==> src/rtl/cdb_arbiter_pkg.sv <==
// Shared system defines for the completion data bus: ROB sizing, lane defaults
// and the broadcast packet layout.
package cdb_arbiter_pkg;

  localparam int unsigned ROB_SIZE          = 32;
  localparam int unsigned TAG_W             = $clog2(ROB_SIZE);
  localparam int unsigned VALUE_W           = 32;
  localparam int unsigned CDB_WIDTH_DEFAULT = 3;

  typedef struct packed {
    logic [TAG_W-1:0]   tag;
    logic [VALUE_W-1:0] value;
  } cdb_packet_t;

endpackage

==> src/rtl/cdb_fu_fifo.sv <==
// Per-FU completion buffer. When empty, the incoming completion is offered as the head
// so it can be broadcast on the next edge without first landing in storage.
module cdb_fu_fifo
  import cdb_arbiter_pkg::*;
#(
  parameter int unsigned Depth = 2
) (
  input  logic        clk_i,
  input  logic        rst_ni,
  input  logic        flush_i,
  input  logic        in_valid_i,
  input  cdb_packet_t in_pkt_i,
  input  logic        grant_i,
  output logic        ready_o,
  output logic        head_valid_o,
  output cdb_packet_t head_o
);

  localparam int unsigned PtrW = (Depth > 1) ? $clog2(Depth) : 1;
  localparam logic [PtrW:0] DepthCnt = (PtrW + 1)'(Depth);

  cdb_packet_t [Depth-1:0] mem_q;
  logic [PtrW-1:0]         wr_ptr_q, rd_ptr_q;
  logic [PtrW:0]           count_q;
  logic                    empty, accept, push, pop;

  function automatic logic [PtrW-1:0] ptr_inc(input logic [PtrW-1:0] p);
    return (32'(p) == Depth - 1) ? '0 : p + PtrW'(1);
  endfunction

  assign empty        = (count_q == '0);
  assign ready_o      = (count_q < DepthCnt);
  assign accept       = in_valid_i & ready_o;
  assign head_valid_o = ~empty | accept;
  assign head_o       = empty ? in_pkt_i : mem_q[rd_ptr_q];
  // A granted bypass entry never enters storage.
  assign push         = accept & ~(grant_i & empty);
  assign pop          = grant_i & ~empty;

  always_ff @(posedge clk_i) begin
    if (!rst_ni || flush_i) begin
      wr_ptr_q <= '0;
      rd_ptr_q <= '0;
      count_q  <= '0;
    end else begin
      if (push) wr_ptr_q <= ptr_inc(wr_ptr_q);
      if (pop)  rd_ptr_q <= ptr_inc(rd_ptr_q);
      if (push && !pop) begin
        count_q <= count_q + (PtrW + 1)'(1);
      end else if (pop && !push) begin
        count_q <= count_q - (PtrW + 1)'(1);
      end
    end
  end

  always_ff @(posedge clk_i) begin
    if (push) mem_q[wr_ptr_q] <= in_pkt_i;
  end

endmodule

==> src/rtl/cdb_arbiter.sv <==
// Completion data bus arbiter: grants up to CDB_WIDTH FU buffer heads per cycle in
// round-robin order and broadcasts them from registered lanes.
module cdb_arbiter
  import cdb_arbiter_pkg::*;
#(
  parameter int unsigned N_FU      = 4,
  parameter int unsigned CDB_WIDTH = CDB_WIDTH_DEFAULT,
  parameter int unsigned BUF_DEPTH = 2
) (
  input  logic                                clk,
  input  logic                                reset,
  input  logic                                flush,
  input  logic [N_FU-1:0]                     fu_valid,
  input  logic [N_FU-1:0][TAG_W-1:0]          fu_tag,
  input  logic [N_FU-1:0][VALUE_W-1:0]        fu_value,
  output logic [N_FU-1:0]                     fu_ready,
  output logic                                complete_en,
  output logic [CDB_WIDTH-1:0][TAG_W-1:0]     CDB_tag_out,
  output logic [CDB_WIDTH-1:0][VALUE_W-1:0]   CDB_value_out,
  output logic [1:0]                          rob_complete_num
);

  localparam int unsigned PtrW  = (N_FU > 1) ? $clog2(N_FU) : 1;
  localparam int unsigned LaneW = (CDB_WIDTH > 1) ? $clog2(CDB_WIDTH) : 1;

  cdb_packet_t [N_FU-1:0]      in_pkt, head;
  logic [N_FU-1:0]             head_valid, grant;
  cdb_packet_t [CDB_WIDTH-1:0] lane_q, lane_d;
  logic [PtrW-1:0]             rr_ptr_q, rr_ptr_d;
  logic [1:0]                  num_q, num_d;
  logic                        en_q, en_d;

  for (genvar i = 0; i < N_FU; i++) begin : g_fifo
    assign in_pkt[i].tag   = fu_tag[i];
    assign in_pkt[i].value = fu_value[i];

    cdb_fu_fifo #(
      .Depth(BUF_DEPTH)
    ) u_fifo (
      .clk_i       (clk),
      .rst_ni      (reset),
      .flush_i     (flush),
      .in_valid_i  (fu_valid[i]),
      .in_pkt_i    (in_pkt[i]),
      .grant_i     (grant[i]),
      .ready_o     (fu_ready[i]),
      .head_valid_o(head_valid[i]),
      .head_o      (head[i])
    );
  end

  always_comb begin
    int unsigned cnt;
    int unsigned idx;
    int unsigned last;
    grant  = '0;
    lane_d = '0;
    cnt    = 0;
    idx    = 0;
    last   = 0;
    for (int unsigned j = 0; j < N_FU; j++) begin
      idx = 32'(rr_ptr_q) + j;
      if (idx >= N_FU) idx = idx - N_FU;
      if (head_valid[PtrW'(idx)] && cnt < CDB_WIDTH) begin
        grant[PtrW'(idx)]   = 1'b1;
        lane_d[LaneW'(cnt)] = head[PtrW'(idx)];
        cnt  = cnt + 1;
        last = idx;
      end
    end
    rr_ptr_d = rr_ptr_q;
    if (cnt != 0) rr_ptr_d = (last == N_FU - 1) ? '0 : PtrW'(last + 1);
    num_d = 2'(cnt);
    en_d  = (cnt != 0);
  end

  // Flush wins over any same-cycle grant; the FIFOs drop their contents on the same edge.
  always_ff @(posedge clk) begin
    if (!reset || flush) begin
      rr_ptr_q <= '0;
      lane_q   <= '0;
      num_q    <= '0;
      en_q     <= 1'b0;
    end else begin
      rr_ptr_q <= rr_ptr_d;
      lane_q   <= lane_d;
      num_q    <= num_d;
      en_q     <= en_d;
    end
  end

  for (genvar l = 0; l < CDB_WIDTH; l++) begin : g_lane
    assign CDB_tag_out[l]   = lane_q[l].tag;
    assign CDB_value_out[l] = lane_q[l].value;
  end

  assign complete_en      = en_q;
  assign rob_complete_num = num_q;

endmodule

==> config.mk <==
export PLATFORM = sky130hd
export DESIGN_NAME = cdb_arbiter
export DESIGN_NICKNAME = d
export VERILOG_FILES = /design/src/rtl/cdb_arbiter_pkg.sv /design/src/rtl/cdb_fu_fifo.sv /design/src/rtl/cdb_arbiter.sv
export SDC_FILE = /design/constraint.sdc
export NUM_CORES = 1
export LEC_CHECK = 0
export CORE_MARGIN = 4
export CORE_UTILIZATION = 56
export DETAILED_ROUTE_END_ITERATION = 6
export GPL_TIMING_DRIVEN = 0
export HOLD_SLACK_MARGIN = 0.03
export PLACE_DENSITY = 0.83
export SYNTH_ARGS = -nofsm -noshare
export SYNTH_HDL_FRONTEND = slang
export SYNTH_SLANG_ARGS = --single-unit
==> constraint.sdc <==
create_clock -name clk -period 6.9 [get_ports clk]
set_clock_uncertainty 0.2 [all_clocks]
set_input_delay 1.38 -clock clk [delete_from_list [all_inputs] [get_ports clk]]
set_output_delay 1.38 -clock clk [all_outputs]
set_load 0.05 [all_outputs]
======== Yosys cells after proc, flatten, opt, wreduce, memory -nomap -nowiden ========
Cells that the tools add are included.
word-level totals
  word-level logic and storage cells ...... 268
  bits in registers ....................... 428
cells by class
  magnitude comparators ................... 37
  bitwise operators ....................... 31
  eq/ne operators ......................... 1
  add/subtract/negate cells ............... 27
  reduce and logical (&&, ||, !) cells .... 41
  multiplexer cells ....................... 94
operator list
  kind                   count
  $mux 37                24
  $mux 32                11
  $bwmux 111             3
  $mux 111               3
  $bmux 37 s2            4
  $bwmux 74              4
  $demux 37 s2           3
  $demux 37 s1           4
  $add 32x1->32 const B  3
  $lt 32x2->1 const B    3
  $eq 32x2->1 const B    1
  $reduce_bool 32->1     1
  $logic_and 1x1->1      22
  $lt 2x3->1 const B     7
  $mux 2                 9
  $mux 1                 17
  $and 1x1->1            16
  $lt 1x2->1 const B     8
  $mux 4                 4
  $ge 2x1->1 const B     7
  $or 4x4->4             3
  $sub 3x3->4 const B    3
  $add 2x1->2 const B    5
  $ge 3x3->1 const B     3
  16 further kinds       63

======== Logic depth before layout (Yosys ltp) ========
  depth in word-level cells ............... 22
  gate-level depth with buffers ........... 23
  mapped depth without buffers ............ 19

======== Cells and area by module ========
Synthesis repeated with hierarchy kept, for this count alone.
unflattened totals
  cells, all modules ...................... 1,915
  area total of the unflattened synthesis .. 22,125.0 um2
modules (own cells, without submodules)
  module       cells an instance  instances  area an instance (um2)
  cdb_fu_fifo  223                4          3,293.2
  cdb_arbiter  1,023              1          8,952.3

======== Worst setup path before layout ========
No wires, ideal clock.
  kind .................................... register -> register
  from .................................... register rr_ptr_q[1]
  to ...................................... register g_fifo[0].u_fifo.mem_q[37] in the netlist's numbering (enable)
  buffers on the path ..................... 4
  required time ........................... 6.302 ns
  stages on the path, launching flop included .. 19
  data arrival time ....................... 5.258 ns
  slack ................................... 1.044 ns
  cell sequence ........................... dfxtp_1 > clkinv_1 > buf_1 > clkbuf_1 > ha_1 > clkbuf_1 > a221oi_1 > a31o_2 > clkbuf_1 > ha_1 > xnor2_1 > ha_1 > nand2b_1 > or3_1 > o311ai_1 > and3_1 > nor2_1 > o211a_4 > and2_1
on the way
  cells in the longest elaborated chain, start to end .. 17
  elaborated cells on any way between the ends .. 64
  classes of those cells .................. add/sub: 9; order compare: 15; mux: 27; bitwise: 6; reduce/logical: 7
ends and longest elaborated chain
  what                                              RTL line           RTL
  start, declared                                   cdb_arbiter.sv:29  logic [PtrW-1:0] rr_ptr_q, rr_ptr_d;
  start signal, assigned                            cdb_arbiter.sv:85  rr_ptr_q <= rr_ptr_d;
  $sub 2x3->4 / $ge 2x3->1 (equally long branches)  cdb_arbiter.sv:63  if (idx >= N_FU) idx = idx - N_FU;
  $mux 32                                           cdb_arbiter.sv:63
  $bmux 1 s2                                        cdb_arbiter.sv:64  if (head_valid[PtrW'(idx)] && cnt < CDB_WIDTH) begin
  $mux 1 (implied by the code)                      cdb_arbiter.sv:64
  $mux 1                                            cdb_arbiter.sv:64
  $lt 32x2->1                                       cdb_arbiter.sv:64
  $logic_and 1x1->1                                 cdb_arbiter.sv:64
  $mux 32                                           cdb_arbiter.sv:64
  [... 2 more ...]                                  --
  $mux 32                                           cdb_arbiter.sv:64
  $lt 32x2->1                                       cdb_arbiter.sv:64
  $logic_and 1x1->1                                 cdb_arbiter.sv:64
  $mux 4 *                                          cdb_arbiter.sv:64
  $and 1x1->1 *                                     cdb_fu_fifo.sv:37  assign push = accept & ~(grant_i & empty);
  $not 1->1 *                                       cdb_fu_fifo.sv:37
  $and 1x1->1 *                                     cdb_fu_fifo.sv:37
  named net g_fifo[0].u_fifo.push                   cdb_fu_fifo.sv:25  logic empty, accept, push, pop;
  end signal, assigned by index                     cdb_fu_fifo.sv:57  if (push) mem_q[wr_ptr_q] <= in_pkt_i;
  end, declared                                     cdb_fu_fifo.sv:22  cdb_packet_t [Depth-1:0] mem_q;
The timed path passes the listed nets; every way through them passes the cells marked *. The select of a mux whose other input is x is not followed.
A chain may end at the register's enable or synchronous reset.

======== Worst setup path in the final report ========
  from .................................... register rr_ptr_q[1]
  to ...................................... register lane_q (netlist bit CDB_tag_out[0])
on the way
  cells in the longest elaborated chain, start to end .. 17
  elaborated cells on any way between the ends .. 64
  classes of those cells .................. add/sub: 9; order compare: 13; mux: 36; reduce/logical: 6
ends and longest elaborated chain
  what                                                  RTL line           RTL
  branches (longest 16 deep; another with $lt 32x2->1)  --
  $mux 111 *                                            cdb_arbiter.sv:64
  end signal, assigned                                  cdb_arbiter.sv:86  lane_q <= lane_d;
  end, declared                                         cdb_arbiter.sv:28  cdb_packet_t [CDB_WIDTH-1:0] lane_q, lane_d;
Every way passes the cells marked *. The select of a mux whose other input is x is not followed.

==> results.toml <==
[outcome]
status = "finished with violations"
violations = "DRC"

[synthesis]
synth_top_cell_area_share_pct = 41.25
syn-mean-instance-area_um2 = 12.63
synthArstFlopShare_pct = 0
synthFlopType = "edfxtp_1"
synth.distinct_cells = 51
synth.largest_area_cell = "edfxtp_1"
synth_warnings = 0
synthTopCellsByCount = "mux2i_1, edfxtp_1, nor2_1"
synth_edf_count = 296
synthesis.area_mm2 = 0.02155
synthTopCellsByArea = "edfxtp_1, mux2i_1, dfxtp_1"
ys_ff_latch = 428
synth_most_common_cell = "mux2i_1"
syn-num-nets = 1879
synth-seq-area-share_pct = 53.52
syn_inst = 1706

[route]
via_per_inst = 6.345
ant_nets = 0
num_vias = 16370
first_pass_iters = 7
avgRoutedWirePerCell_um = 27.85
first_iter_violations = 1594
remaining_drc_errors = 1
wl_um = 71820

[clock_tree]
path_clk_slew_ps = 60
cts_max_path_buffers = 3
cts.sink_count = 428
hold_buffers = 0
clock-root-buffer = "clkbuf_16"
clkLatencyLatePin_ps = 580
htree_levels = 2
cts_buffers = 45
cts_tree = "done"

[power]
intPower_mw = 7.875
comb_power_share_pct = 57.5
clkPwrFrac_pct = 16.5
p_total_mw = 14.56
power.share.sequential_pct = 26.0
powerDensity_mw_per_mm2 = 549.5
power_switching_mw = 6.681
p_sw_share_pct = 45.90
p_leak_nw = 10.39
ir_drop_v = 0.0003946

[setup_path]
endpoint_kind = "flop"
cp-start-kind = "flop"
crit_type = "reg2reg"
rrSetupSlack_ps = 250
crit_required_ps = 7140
reg2reg_depth = 20
cp_data_arrival_time_ps = 6890
cp_max_fo = 13

[timing]
tightest_slew_ps = 1113
rsz0062_at_grt = "false"
setup_ws_ps = 251.0
finalCritPeriodShare_pct = 96.36
timing.hold.ws_ps = 284.7
fin_setup_tns_ps = 0
period_needed_ps = 6649
max_freq_mhz = 150.4
drv_slew = 0
finalSetupViolCount = 0
finalHoldViolCount = 0
slew_headroom_pct = 25.83

[global_route]
grt_use_total_pct = 33.28
overflow = 0
grt_max_degree = 38
antenna_found_initial = 3
grt_pass1_vias = 16320
grt_pass1_wl_um = 103900

[placement]
place_ws_ps = -121.6
place_congestion = 1.022
place_area_mm2 = 0.02498
detailed_place_hpwl_um = 51970
io_buffer_count = 272

[layout]
area_delta_synth_final_pct = 22.93
final_cell_area_mm2 = 0.02649
final_layout_size_suffix_gt1_share_pct = 14.76
nFillCells = 2727
area.sequential_mm2 = 0.01153
multi_input_area_mm2 = 0.009417
nets = 2203

[floorplanning]
die_h_um = 204.2
start_util_pct = 56.94
die_area_mm2 = 0.04168
num_rows = 71
core_area_mm2 = 0.03784
die_x_um = 204.2
pin_count = 273

[hold_path]
min_path_type = "reg2reg"
hold_depth = 2

[flow_run]
drv_cap = 0
[power by group through the flow]
stage	registers (mW)	logic, mW	clock network [mW]
4_1_cts	3.78	8.12	2.43
2_1_floorplan	4.62	4.70	0
5_1_grt	3.84	8.74	2.53
6_report	3.78	8.36	2.41
3_3_place_gp	3.81	7.97	0
3_5_place_dp	3.83	8.06	0
[registers in the layout, summed over array words and instances (netlist names)]
| signal | count |
|---|---|
| g_fifo.u_fifo.mem_q | 296 |
| complete_en | 1 |
| CDB_value_out | 96 |
| g_fifo.u_fifo.rd_ptr_q | 4 |
| g_fifo.u_fifo.count_q | 8 |
| rr_ptr_q | 2 |
| CDB_tag_out | 15 |
| rob_complete_num | 2 |
| g_fifo.u_fifo.wr_ptr_q | 4 |
[path summary, 6_finish.rpt]
path / startpoint / to
worst max-delay path: rr_ptr_q[1] / CDB_tag_out[0]
worst min-delay path: g_fifo[1].u_fifo.wr_ptr_q / g_fifo[1].u_fifo.wr_ptr_q
worst max register to register: rr_ptr_q[1] / CDB_tag_out[0]
worst min register to register: g_fifo[1].u_fifo.wr_ptr_q / g_fifo[1].u_fifo.wr_ptr_q
[cell families (layout without fill, tap and decap cells)]
group                      count (synthesis)  in the layout  share of synthesized area [%]
muxes                                    565            565                          27.23
DFF                                      428            428                          53.52
AOI/OAI and AO/OA                        297            297                          9.715
and+or+nand+nor                          236            238                          4.872
buffers and inverters                    148            507                          3.054
adders and majority gates                 18             18                          1.045
xor gates and xnor gates                  14             14                         0.5691
other                                      0              1                              0
[layout make-up]
| cell class | count | share of cell area, % |
|---|---|---|
| plain buffers | 138 | 2.352 |
| diodes | 1 | 0.009447 |
| flip-flops and latches | 428 | 43.53 |
| clock buffers | 64 | 4.757 |
| clock inverters | 20 | 0.7369 |
| inverters | 10 | 0.1417 |
| repair buffers | 275 | 10.51 |
| multi-input cells | 1132 | 35.55 |
| well taps | 511 | 2.414 |
[layout by cell type, fill, tap and decap left out, types with 46 or more instances in the layout]
cell type and n:
mux2_2 149, edfxtp_1 296, clkbuf_16 47, buf_2 46, dfxtp_1 132, clkdlybuf4s50_1 272
clkbuf_1 80, a211oi_1 55, nor2_1 171, mux2i_1 414, a21oi_1 63
[layer usage]
layer / vias to the layer above / GRT usage, % / routed length [µm]
met5: - / 0 / 16
met4: 2 / 16.82 / 4508
met3: 241 / 6.189 / 5807
met2: 945 / 54.19 / 33710
met1: 8005 / 42.88 / 27780
li1: 7172 / - / -
[worst max-delay path, stage by stage (launching register included)]
cell	delay, ps
dfxtp_1	500
clkinv_1	280
buf_1	390
clkbuf_2	380
ha_1	390
clkbuf_1	370
a221oi_1	140
a31o_2	230
clkbuf_1	250
ha_1	350
o22ai_1	400
inv_1	120
ha_1	230
nand2b_1	210
or3_1	410
o311ai_4	170
nand3_2	350
clkbuf_1	450
o21ai_0	210
a21oi_1	70
a211oi_1	400
[stage by stage]
step / cells / utilization, %
5_1_grt: 2579 / 69.99
4_1_cts: 2576 / 69.88
3_3_place_gp: 2489 / 65.82
3_5_place_dp: 2492 / 66.01
2_1_floorplan: 1706 / -
6_report: 2579 / 69.99
[what timing repair did]
action,CTS,global route
setup endpoints to repair,197,366
gates resized for setup,5,9
gates cloned,0,2
buffers inserted,0,0
Note: power is estimated with default switching activity, not from simulation.
==> variant, RTL diff (config.mk and constraints unchanged) <==
Set the package constant `VALUE_W` to 24 (it was 32).
--- a/src/rtl/cdb_arbiter_pkg.sv
+++ b/src/rtl/cdb_arbiter_pkg.sv
@@ -6,3 +6,3 @@
   localparam int unsigned TAG_W             = $clog2(ROB_SIZE);
-  localparam int unsigned VALUE_W           = 32;
+  localparam int unsigned VALUE_W           = 24;
   localparam int unsigned CDB_WIDTH_DEFAULT = 3;
Interface: changed (resized CDB_value_out and fu_value); port bits go from 273 to 217. No check against the original RTL was run, so the function may have changed too.
==> variant against the unedited design <==
Fmax down 0.55%. Total power fell by 16%. Area after synthesis is 15% lower. Die area shrank 15%. Sequential cell count is 88 lower. Worst setup slack worse by 0.037 ns. Final area is 16% lower. Cell count shrank 12%. Critical path depth decreased by 5. Worst hold slack improved by 0.076 ns. Wire length decreased by 5.5%. Global-route usage is 3.7 points higher. Critical endpoint is now g_fifo[3].u_fifo.mem_q[4]$_DFFE_PP_.
==> variant: results (changes against the unedited design) <==
Run status
  – Status: completed

Clocking
  – Clock tree sinks: 340 (-21%)
  – Num CTS Buffers: 35 (-22%)
  – Worst skew pair latency: 0.55 ns (-0.03 ns)

Global route
  – Total GRT Usage: 37.0% (+3.7 points)
  – Vias in the first global route: 14800 (-9.4%)
  – First-pass GRT wire length: 98100 um (-5.5%)
  – Met1 GRT Util: 49.7% (+6.8 points)
  – Met2 Usage GRT: 57.8% (+3.6 points)
  – Met3 Use GR: 9.91% (+3.7 points)

Power and ir drop
  – Logic pwr share: 59.6% (+2.1 points)
  – Worst ir drop on vdd: 0.370 mV (-6.3%)
  – Sw Ratio: 47.0% (+1.1 points)
  – PnR Total Power: 12.2 mW (-16%)
  – Seq pwr: 3.03 mW (-20%)
  – Lkg Pwr: 7.48 nW (-28%)

Setup path
  – Reg2Reg Setup Slack: 0.21 ns (-0.04 ns)
  – R2r worst-path depth: 15 (-25%)
  – CP max-delay cell: buf_1
  – Largest fanout on the critical path: 17 (+4)
  – CP Launch Point: rr_ptr_q[0]$_SDFFE_PP0P_

Route
  – Met3 wire len: 8240 um (+42%)
  – DR iter-0 viols: 2404 (+51%)
  – DR vias/cell: 6.69 (+5.4%)
  – Met1 WL: 26100 um (-6.2%)
  – Final wirelength: 67900 um (-5.5%)
  – Detailed-route DRC error count: 0 (-1)
  – Routed met2 length: 30200 um (-11%)

Synth
  – Post-synth top cells: edfxtp_1, mux2_2, mux2i_1, nor2_1, a21oi_1
  – Adder-cell share of the synthesized area: 1.10% (+0.052 points)
  – Synth cell types: 56 (+9.8%)
  – Post-synth EDFFs: 232 (-22%)
  – Ranking of synthesized cells by area: edfxtp_1, dfxtp_1, mux2_2
  – XOR/XNOR Fraction of Synth Area: 1.01% (+0.44 points)
  – Synth Area in Compound Gates: 13.2% (+3.5 points)
  – Syn Nets: 1694 (-9.8%)

Layout
  – Clock buffers: 49 (-23%)
  – Buffers outside the clock class: 350 (-15%)
  – #MultiIn Comb: 1067 (-5.7%)
  – Nets: 1950 (-11%)
  – Inverters: 17 (+7)
  – Clock Network Area Fraction: 5.22% (-0.27 points)
  – Flip-flop and latch area: 0.00913 sq mm (-21%)
  – Share of layout cells above drive strength 1: 19.1% (+4.3 points)
  – Finished Cell Area: 0.0222 sq mm (-16%)
  – Max reg flops: 232 (-22%)

Min path
  – Hold EP: g_fifo[2].u_fifo.count_q[1]$_SDFFE_PP0P_

Placed design
  – Input/output buffers: 216 (-21%)
  – Final HPWL DP: 49200 um (-5.4%)
  – Placed cell area: 0.0210 sq mm (-16%)
## variant: changes by cell type in the layout (fill, tap and decap cells not counted), moves of 36 or more
| cell | delta |
|---|---|
| a211oi_1 | -43 |
| a21oi_1 | +48 |
| a22oi_1 | +61 |
| clkdlybuf4s50_1 | -56 |
| edfxtp_1 | -64 |
| mux2_2 | +41 |
| mux2i_1 | -244 |
| nand2_1 | +46 |
| o21ai_0 | +36 |
| o22a_1 | -36 |
## variant: timing repair
action / 4_1_cts / 5_1_grt
setup endpoints to repair: 231 / 231
gates resized for setup: 11 / 0
buffers inserted: 0 / 0
endpoints found under the hold margin: 0 / 0
gates cloned: 3 / 0
## variant: through the flow
step                      cells  worst slack (ns)  utilization (%)  hold WS [ns]
after global routing       2273            0.0783             69.7         0.400
after global placement     2206             -1.82             65.7         0.310
after detailed placement   2207            -0.875             65.9         0.344
after floorplan            1555             0.946                -         0.288
after CTS                  2274            0.0367             69.7         0.357
final                      2274             0.214             69.7         0.360
